**src/rtl/mips_div_pkg.sv**
```systemverilog
// Shared types and constants for the iterative MIPS DIV/DIVU unit.
package mips_div_pkg;

    localparam int DIV_WIDTH = 32;
    localparam int DIV_ITERS = 32;

    typedef enum logic [1:0] {
        IDLE     = 2'd0,
        DIV_ZERO = 2'd1,
        ON       = 2'd2,
        DONE     = 2'd3
    } div_state_e;

endpackage

```
**src/rtl/mips_div_step.sv**
```systemverilog
// One combinational restoring-division step on a {remainder, quotient} pair.
module mips_div_step #(
    parameter int WIDTH = 32
) (
    input  logic [WIDTH-1:0] rem_i,
    input  logic [WIDTH-1:0] quot_i,
    input  logic [WIDTH-1:0] div_i,
    output logic [WIDTH-1:0] rem_o,
    output logic [WIDTH-1:0] quot_o
);

    logic [WIDTH:0] trial;
    logic [WIDTH:0] diff;

    // rem < div holds between steps, so a non-negative difference fits in WIDTH bits
    always_comb begin
        trial = {rem_i, quot_i[WIDTH-1]};
        diff  = trial - {1'b0, div_i};
        if (diff[WIDTH]) begin
            rem_o  = trial[WIDTH-1:0];
            quot_o = {quot_i[WIDTH-2:0], 1'b0};
        end else begin
            rem_o  = diff[WIDTH-1:0];
            quot_o = {quot_i[WIDTH-2:0], 1'b1};
        end
    end

endmodule

```
**src/rtl/mips_div.sv**
```systemverilog
// Iterative restoring divider for DIV/DIVU; result = {remainder, quotient}.
// Define MIPS_DIV_EARLY_OUT_EN to finish immediately when |a| < |b|.
module mips_div
    import mips_div_pkg::*;
#(
    parameter int WIDTH = DIV_WIDTH
) (
    input  logic               clk,
    input  logic               rst,
    input  logic               start_i,
    input  logic               signed_i,
    input  logic [WIDTH-1:0]   a_i,
    input  logic [WIDTH-1:0]   b_i,
    input  logic               annul_i,
    output logic [2*WIDTH-1:0] result_o,
    output logic               ready_o,
    output logic               busy_o
);

    localparam int CNT_W = $clog2(DIV_ITERS);
    localparam logic [CNT_W-1:0] LAST_CNT = CNT_W'(DIV_ITERS - 1);

    div_state_e         state_q;
    logic [CNT_W-1:0]   cnt_q;
    logic [WIDTH-1:0]   rem_q;
    logic [WIDTH-1:0]   quot_q;
    logic [WIDTH-1:0]   bmag_q;
    logic               neg_quot_q;
    logic               neg_rem_q;
    logic [2*WIDTH-1:0] result_q;
    logic               ready_q;
    logic               busy_q;

    logic [WIDTH-1:0]   a_mag_d;
    logic [WIDTH-1:0]   b_mag_d;
    logic [WIDTH-1:0]   step_rem_d;
    logic [WIDTH-1:0]   step_quot_d;
    logic [WIDTH-1:0]   fix_rem_d;
    logic [WIDTH-1:0]   fix_quot_d;
    logic               early_out_d;
    logic               ready_d;
    logic               busy_d;

    mips_div_step #(
        .WIDTH (WIDTH)
    ) u_step (
        .rem_i  (rem_q),
        .quot_i (quot_q),
        .div_i  (bmag_q),
        .rem_o  (step_rem_d),
        .quot_o (step_quot_d)
    );

    always_comb begin
        a_mag_d    = (signed_i && a_i[WIDTH-1]) ? -a_i : a_i;
        b_mag_d    = (signed_i && b_i[WIDTH-1]) ? -b_i : b_i;
        fix_quot_d = neg_quot_q ? -step_quot_d : step_quot_d;
        fix_rem_d  = neg_rem_q  ? -step_rem_d  : step_rem_d;
    end

`ifdef MIPS_DIV_EARLY_OUT_EN
    assign early_out_d = (a_mag_d < b_mag_d);
`else
    assign early_out_d = 1'b0;
`endif

    // Flags trail the state by one edge, which gives the documented ready latencies
    assign ready_d = (state_q == DONE) && start_i && !annul_i;
    assign busy_d  = ((state_q == ON) || (state_q == DIV_ZERO)) && !annul_i;

    always_ff @(posedge clk or posedge rst) begin
        if (rst) begin
            state_q    <= IDLE;
            cnt_q      <= '0;
            rem_q      <= '0;
            quot_q     <= '0;
            bmag_q     <= '0;
            neg_quot_q <= 1'b0;
            neg_rem_q  <= 1'b0;
            result_q   <= '0;
            ready_q    <= 1'b0;
            busy_q     <= 1'b0;
        end else begin
            ready_q  <= ready_d;
            busy_q   <= busy_d;
            result_q <= ready_d ? {rem_q, quot_q} : '0;
            if (annul_i) begin
                state_q <= IDLE;
            end else begin
                case (state_q)
                    IDLE: begin
                        if (start_i) begin
                            if (b_i == '0) begin
                                state_q <= DIV_ZERO;
                                quot_q  <= '1;
                                rem_q   <= a_i;
                            end else if (early_out_d) begin
                                state_q <= DONE;
                                quot_q  <= '0;
                                rem_q   <= a_i;
                            end else begin
                                state_q    <= ON;
                                rem_q      <= '0;
                                quot_q     <= a_mag_d;
                                bmag_q     <= b_mag_d;
                                neg_quot_q <= signed_i && (a_i[WIDTH-1] ^ b_i[WIDTH-1]);
                                neg_rem_q  <= signed_i && a_i[WIDTH-1];
                                cnt_q      <= '0;
                            end
                        end
                    end
                    DIV_ZERO: begin
                        state_q <= DONE;
                    end
                    ON: begin
                        cnt_q <= cnt_q + CNT_W'(1);
                        if (cnt_q == LAST_CNT) begin
                            state_q <= DONE;
                            rem_q   <= fix_rem_d;
                            quot_q  <= fix_quot_d;
                        end else begin
                            rem_q   <= step_rem_d;
                            quot_q  <= step_quot_d;
                        end
                    end
                    DONE: begin
                        if (!start_i) begin
                            state_q <= IDLE;
                        end
                    end
                    default: begin
                        state_q <= IDLE;
                    end
                endcase
            end
        end
    end

    assign result_o = result_q;
    assign ready_o  = ready_q;
    assign busy_o   = busy_q;

endmodule

```
**config.mk**
```make
export PLATFORM = sky130hd
export DESIGN_NAME = mips_div
export DESIGN_NICKNAME = d
export VERILOG_FILES = /design/src/rtl/mips_div_pkg.sv /design/src/rtl/mips_div_step.sv /design/src/rtl/mips_div.sv
export SDC_FILE = /design/constraint.sdc
export NUM_CORES = 1
export LEC_CHECK = 0
export ABC_AREA = 1
export BUFFER_PORTS_ARGS = -buffer_cell sky130_fd_sc_hd__buf_2
export CAP_MARGIN = 20
export CORE_MARGIN = 5
export CORE_UTILIZATION = 60
export CTS_CLUSTER_SIZE = 24
export DETAILED_ROUTE_END_ITERATION = 10
export PLACE_DENSITY = 0.85
export SLEW_MARGIN = 20
export SYNTH_ARGS = -nofsm -noshare
export SYNTH_HDL_FRONTEND = slang
export SYNTH_SLANG_ARGS = --single-unit
```
**constraint.sdc**
```tcl
create_clock -name clk -period 6.54 [get_ports clk]
set_input_delay 1.308 -clock clk [delete_from_list [all_inputs] [get_ports clk]]
set_output_delay 1.308 -clock clk [all_outputs]
set_load 0.02 [all_outputs]
```
---- After elaboration in Yosys (flattened, before gate mapping) ----
Index checks and enable logic that the tools add are counted.
word-level totals
  bits in read-only memories .............. 0
  bits of input ports ..................... 69
  register bits after elaboration ......... 171
  memory bits (writable) .................. 0
  output and inout port bits .............. 66
  word-level logic and storage cells ...... 67
  memories ................................ 0
  bits in latches ......................... 0
operators by class
  equal/unequal tests ..................... 9
  multiplexer cells ....................... 24
  add/sub/neg operators ................... 6
  divide/modulo/power cells ............... 0
  multipliers ............................. 0
  $lt $le $gt $ge ......................... 0
  bitwise gates (word level) .............. 3
  shift-type cells ........................ 0
  reduce and logical (&&, ||, !) cells .... 15
operators with widths
  kind                   number
  $mux W32               11
  $neg A32 Y32           4
  $pmux W32 S2           2
  $mux W64               1
  $sub A33 B32 Y33       1
  $logic_not A32 Y1      1
  $mux W2                5
  $mux W5                2
  $pmux W5 S2            1
  $pmux W2 S4            1
  $reduce_and A4 Y1      2
  $logic_and A1 B1 Y1    6
  $ne A3 B3 Y1 const B   2
  $reduce_and A3 Y1      2
  $add A5 B1 Y5 const B  1
  $eq A5 B5 Y1 const B   1
  $eq A2 B2 Y1 const B   2
  $ne A2 B2 Y1 const B   2
  $ne A3 B2 Y1 const B   1
  $eq A2 B1 Y1 const B   1
  $logic_not A2 Y1       1
  $not A1 Y1             2
  $reduce_bool A2 Y1     1
  $logic_not A1 Y1       1
  other kinds (3)        3

---- Depth between registers and ports, before layout ----
  word-level depth ........................ 6
  mapped depth ............................ 32
  depth with buffers taken out ............ 30

---- Hierarchy ----
From an unflattened synthesis, not the netlist that was laid out.
unflattened totals
  cell total of the unflattened synthesis .. 2300
  area total of the unflattened synthesis .. 14103.5 um^2
by module, submodules not included
  module         times used  sequential area each (um^2)  cells an instance  area an instance (um^2)
  mips_div       1           4279.1                       1589               10720.3
  mips_div_step  1           0.0                          711                3383.2

---- Worst setup path after synthesis ----
OpenSTA, ideal clock, no wires.
  kind .................................... register -> register
  start ................................... register quot_q[31]
  end ..................................... register quot_q[30]
  slack ................................... 2.507 ns
  data required time ...................... 6.422 ns
  setup time .............................. 0.118 ns
  period minus slack after synthesis ...... 4.033 ns
  path buffers ............................ 2
  cell stages (with the launch flop) ...... 32
  arrival time ............................ 3.916 ns
  cell sequence ........................... dfrtp_1 -> inv_1 -> ha_1 -> inv_1 -> fa_1 -> nand2_1 -> nand2_1 -> nand3_1 -> nand2_2 -> nand2_2 -> nand2_4 -> nand2_4 -> nand3_4 -> nand2_8 -> buf_8 -> buf_6 -> ha_1 -> nand3_1 -> nor3_1 -> nand2_1 -> nor2_1 -> nand3_1 -> nor3_1 -> nand3_1 -> nand2_1 -> nand2_1 -> a21oi_1 -> o21ai_0 -> a21oi_1 -> o21ai_0 -> nand3_1 -> nand2_1
on the way
  word-level cells in the longest chain between the ends .. 6
ends and longest elaborated chain
  element                   RTL line             source
  start: declaration        mips_div.sv:26       logic [WIDTH-1:0] quot_q;
  start signal: assignment  mips_div.sv:104      quot_q <= a_mag_d;
  start signal: assignment  mips_div.sv:120      quot_q <= fix_quot_d;
  start signal: assignment  mips_div.sv:123      quot_q <= step_quot_d;
  $sub A33 B32 Y33          mips_div_step.sv:18  diff = trial - {1'b0, div_i};
  $mux W1                   mips_div_step.sv:19  if (diff[WIDTH]) begin
  $neg A32 Y32              mips_div.sv:57       fix_quot_d = neg_quot_q ? -step_quot_d : step_quot_d;
  $mux W32                  mips_div.sv:57
  $mux W32                  mips_div.sv:117      if (cnt_q == LAST_CNT) begin
  $pmux W32 S2              mips_div.sv:90       case (state_q)
No other way between the ends.
A chain may end at the register's enable or synchronous reset.

---- Final worst setup path ----
  start ................................... register quot_q[31]
  end ..................................... register rem_q[22]
on the way
  word-level cells in the longest chain between the ends .. 6
ends and longest elaborated chain
  element                 RTL line             source
  $sub A33 B32 Y33        mips_div_step.sv:18
  $mux W32 *              mips_div_step.sv:19
  $neg A32 Y32            mips_div.sv:58       fix_rem_d = neg_rem_q ? -step_rem_d : step_rem_d;
  $mux W32                mips_div.sv:58
  $mux W32 *              mips_div.sv:117
  $pmux W32 S2 *          mips_div.sv:90
  end signal: assignment  mips_div.sv:96       rem_q <= a_i;
  end signal: assignment  mips_div.sv:119      rem_q <= fix_rem_d;
  end signal: assignment  mips_div.sv:122      rem_q <= step_rem_d;
  end: declaration        mips_div.sv:25       logic [WIDTH-1:0] rem_q;
Every way passes the cells marked *; elsewhere a longest branch is shown, timed or not.

==> out/metrics.cfg <==
[global_routing]
grt_max_degree=86
antenna_found_initial=0
grt_usage_pct=33.2
grt-ovfl-total=0
grt_pass1_vias=13400
grt_pass1_wl_mm=69.0

[clock_network]
clk_path_buf_depth=2
clk_pin_slew_ns=0.07
cts_buffers=17
cts.sinks=171
ctsHoldBuffers=0
cts_resized=0
cts-root-buf=clkbuf_16
cts_tree=built
cts_max_level=4
clk-insertion-delay-late_ns=0.45
cts_setup_buffers=0

[setup_path]
timing.rr.start=quot_q[31]
cp.required_ns=6.84
worst_setup_path_end_kind=register
critPathKind=reg -> reg
rrSetupSlack_ns=1.76
start_kind=register
reg2reg_depth=25
critPathMaxFanout=47
cp-startpoint=quot_q[31]
worstPathArrival_ns=5.08
r2r-end=rem_q[22]

[sta]
finalSetupTns_ns=0
final_hold_viol_count=0
fin_ws_ns=1.76
drv_slew=0
worstMarginPinSlew_ns=1.10
rsz0062_at_grt=false
final-setup-viol-count=0
layout_min_cycle_time_ns=4.78
fmaxAchievable_ghz=0.209
fin_crit_sh_pct=73.1
fin_skew_ns=0.0186
maxSlewHeadroom_pct=26.1

[placed_design]
postPlaceCellArea_mm2=0.0144
dp_slack_ns=1.96
hpwlAfterDp_mm=32.8
port_buffers=134
place_congestion=1.03
dp.cells=2523

[worst_hold_path]
hold_class=reg -> reg
hp-start=bmag_q[19]
whs_endpoint=bmag_q[19]
holdPathStages=2

[routing]
drt_iter0_drc=1905
wl_met2_mm=19.4
top_layer=met4
dr_wl_met3_mm=4.36
vias=14600
drt-vias-per-instance=5.71
dr.pass1.iters=6
routedWlPerCell_um=16.9
wirelength_mm=43.2
postRouteAntennaNets=0
wirelength_met1_mm=18.2
drc=0

[synthesis]
synth_fp_nets=2273
avgSynthCellArea_um2=6.28
synth_ff_type=dfrtp_1
synth-async-reset-ratio_pct=100
seq_area_frac_synth_pct=31.5
ys_types=51
synth-seq-cells=171
synth_edf_count=0
ys_warn_count=0
syn_area_mm2=0.0136
syn_inst=2162

[finish]
final_nets=2369
final_area_mm2=0.0150
drive_gt1_share_pct=10.7
final_util_pct=66.8
final_cells=2556
areaGrowthSynthToFinish_pct=10.3
diodes=0

[die]
core_area_mm2=0.0224
die_x_um=160
io_pins=135
initial_utilization_pct=60.5
die_area_mm2=0.0257
die_h_um=160
rows=55

[power_and_ir_drop]
clockPowerShare_pct=11.9
ir_worst_vdd_mv=0.371
swShare_pct=57.9
p_leak_nw=8.42
internal_power_mw=3.67
power.density_mw_per_mm2=581
power_frac_comb_pct=69.5
p_seq_share_pct=18.7
p_switching_mw=5.04

[status]
status=complete, no violations

[run]
max_cap_violations=0

-- power by group through the flow --
stage / combinational (mW) / sequential (mW) / clock, mW
after CTS: 5.88 / 1.61 / 1.04
after global placement: 5.74 / 1.61 / 0
final: 6.05 / 1.63 / 1.03
after floorplan: 4.53 / 1.56 / 0
after detailed placement: 5.84 / 1.63 / 0
after global routing: 6.73 / 1.65 / 1.08
-- worst max-delay path by stage --
| stage | end | slack [ns] | cells past startpoint |
|---|---|---|---|
| after floorplan | bmag_q[0] | 0.60 | 1 |
| after global placement | quot_q[30] | 2.04 | 29 |
| after detailed placement | quot_q[30] | 1.96 | 29 |
| after CTS | quot_q[30] | 1.91 | 29 |
| after global routing | quot_q[30] | 1.26 | 29 |
| final | rem_q[22] | 1.76 | 25 |
-- sequential cells by signal, summed over array words and instances (netlist names) --
register    flops
bmag_q         32
busy_o          1
cnt_q           5
neg_quot_q      1
neg_rem_q       1
quot_q         32
ready_o         1
rem_q          32
result_o       64
state_q         2
-- cells in the final DEF (no fill, tap or decap), types with 5 or more instances in the layout --
cell type	instances
nand2_1	682
inv_1	335
nor2_1	237
dfrtp_1	171
nand3_1	159
buf_2	134
o21ai_0	124
a21oi_1	79
xor2_1	47
ha_1	40
nor3_1	25
nand2_2	22
nand4_1	20
o31ai_1	18
clkbuf_16	17
a22oi_1	15
o21ai_1	13
nor2_2	11
xnor2_1	10
a21boi_1	8
buf_4	8
inv_2	7
a31oi_1	7
nand3b_1	6
inv_6	6
nor4_1	5
or2_2	5
nand2_4	5
o22ai_1	5
-- stage by stage --
stage | hold slack [ns] | power [mW]
2_1_floorplan | 0.452 | 6.09
3_3_place_gp | 0.467 | 7.35
3_5_place_dp | 0.474 | 7.47
4_1_cts | 0.493 | 8.53
5_1_grt | 0.507 | 9.46
6_report | 0.493 | 8.71
-- Yosys cell counts, drive strengths merged, types with 2 or more instances --
cell type | instances | share of area [%]
a21boi | 8 | 0.44
a21o | 2 | 0.11
a21oi | 83 | 3.2
a22oi | 15 | 0.83
a2bb2oi | 2 | 0.13
a31oi | 7 | 0.32
and2 | 2 | 0.092
buf | 20 | 1.0
clkbuf | 46 | 1.3
dfrtp | 171 | 32
ha | 41 | 3.8
inv | 343 | 9.5
nand2 | 710 | 20
nand3 | 165 | 6.4
nand3b | 6 | 0.33
nand4 | 20 | 0.92
nor2 | 248 | 7.1
nor3 | 30 | 1.3
nor4 | 5 | 0.23
o211ai | 4 | 0.22
o21a | 3 | 0.17
o21ai | 137 | 5.0
o21bai | 2 | 0.11
o22ai | 5 | 0.23
o31ai | 18 | 0.99
or2 | 6 | 0.28
xnor2 | 10 | 0.64
xor2 | 47 | 3.0
-- critical path: stages (launching register included) --
cell,delay [ns]
dfrtp_1,0.36
inv_1,0.13
ha_1,0.16
inv_1,0.07
fa_1,0.44
nand2_1,0.08
nand2_1,0.07
nand3_1,0.10
nand2_2,0.10
nand2_2,0.09
nand2_4,0.06
nand2_4,0.09
nand3_2,0.28
nand2_2,0.83
nand2_1,0.20
nand2_2,0.17
ha_1,0.22
nand3_2,0.15
nor2_2,0.20
nand3_1,0.13
nand2_1,0.23
nand2_1,0.08
nand2_1,0.06
nand3_1,0.11
nand2_1,0.14
o21ai_1,0.07
-- routing by layer --
layer	track usage (%)	vias up
met3	4.59	99
met1	47.7	6654
met2	52.4	857
met5	0	-
li1	-	6981
met4	10.1	0
-- cell type report --
class                      count  area, um2
timing repair buffer         143        758
inverter                     344       1300
tap                          285        357
clock buffer                  18        439
clock inverter                14        145
multi-input combinational   1581       7710
sequential                   171       4280
fill                        2066       7450
-- logic make-up (layout without fill, tap and decap cells) --
group                    Yosys count  after routing  synth area share [%]
XOR/XNOR                          57             57                  3.68
flip-flops                       171            171                  31.5
AND/OR/NAND/NOR                 1192           1192                  37.0
buffers and inverters            410            519                  11.8
AO/OA/AOI/OAI                    290            290                  12.1
adder cells (fa/ha/maj)           42             42                  3.92
No activity file was read; power rests on OpenSTA's default activity.
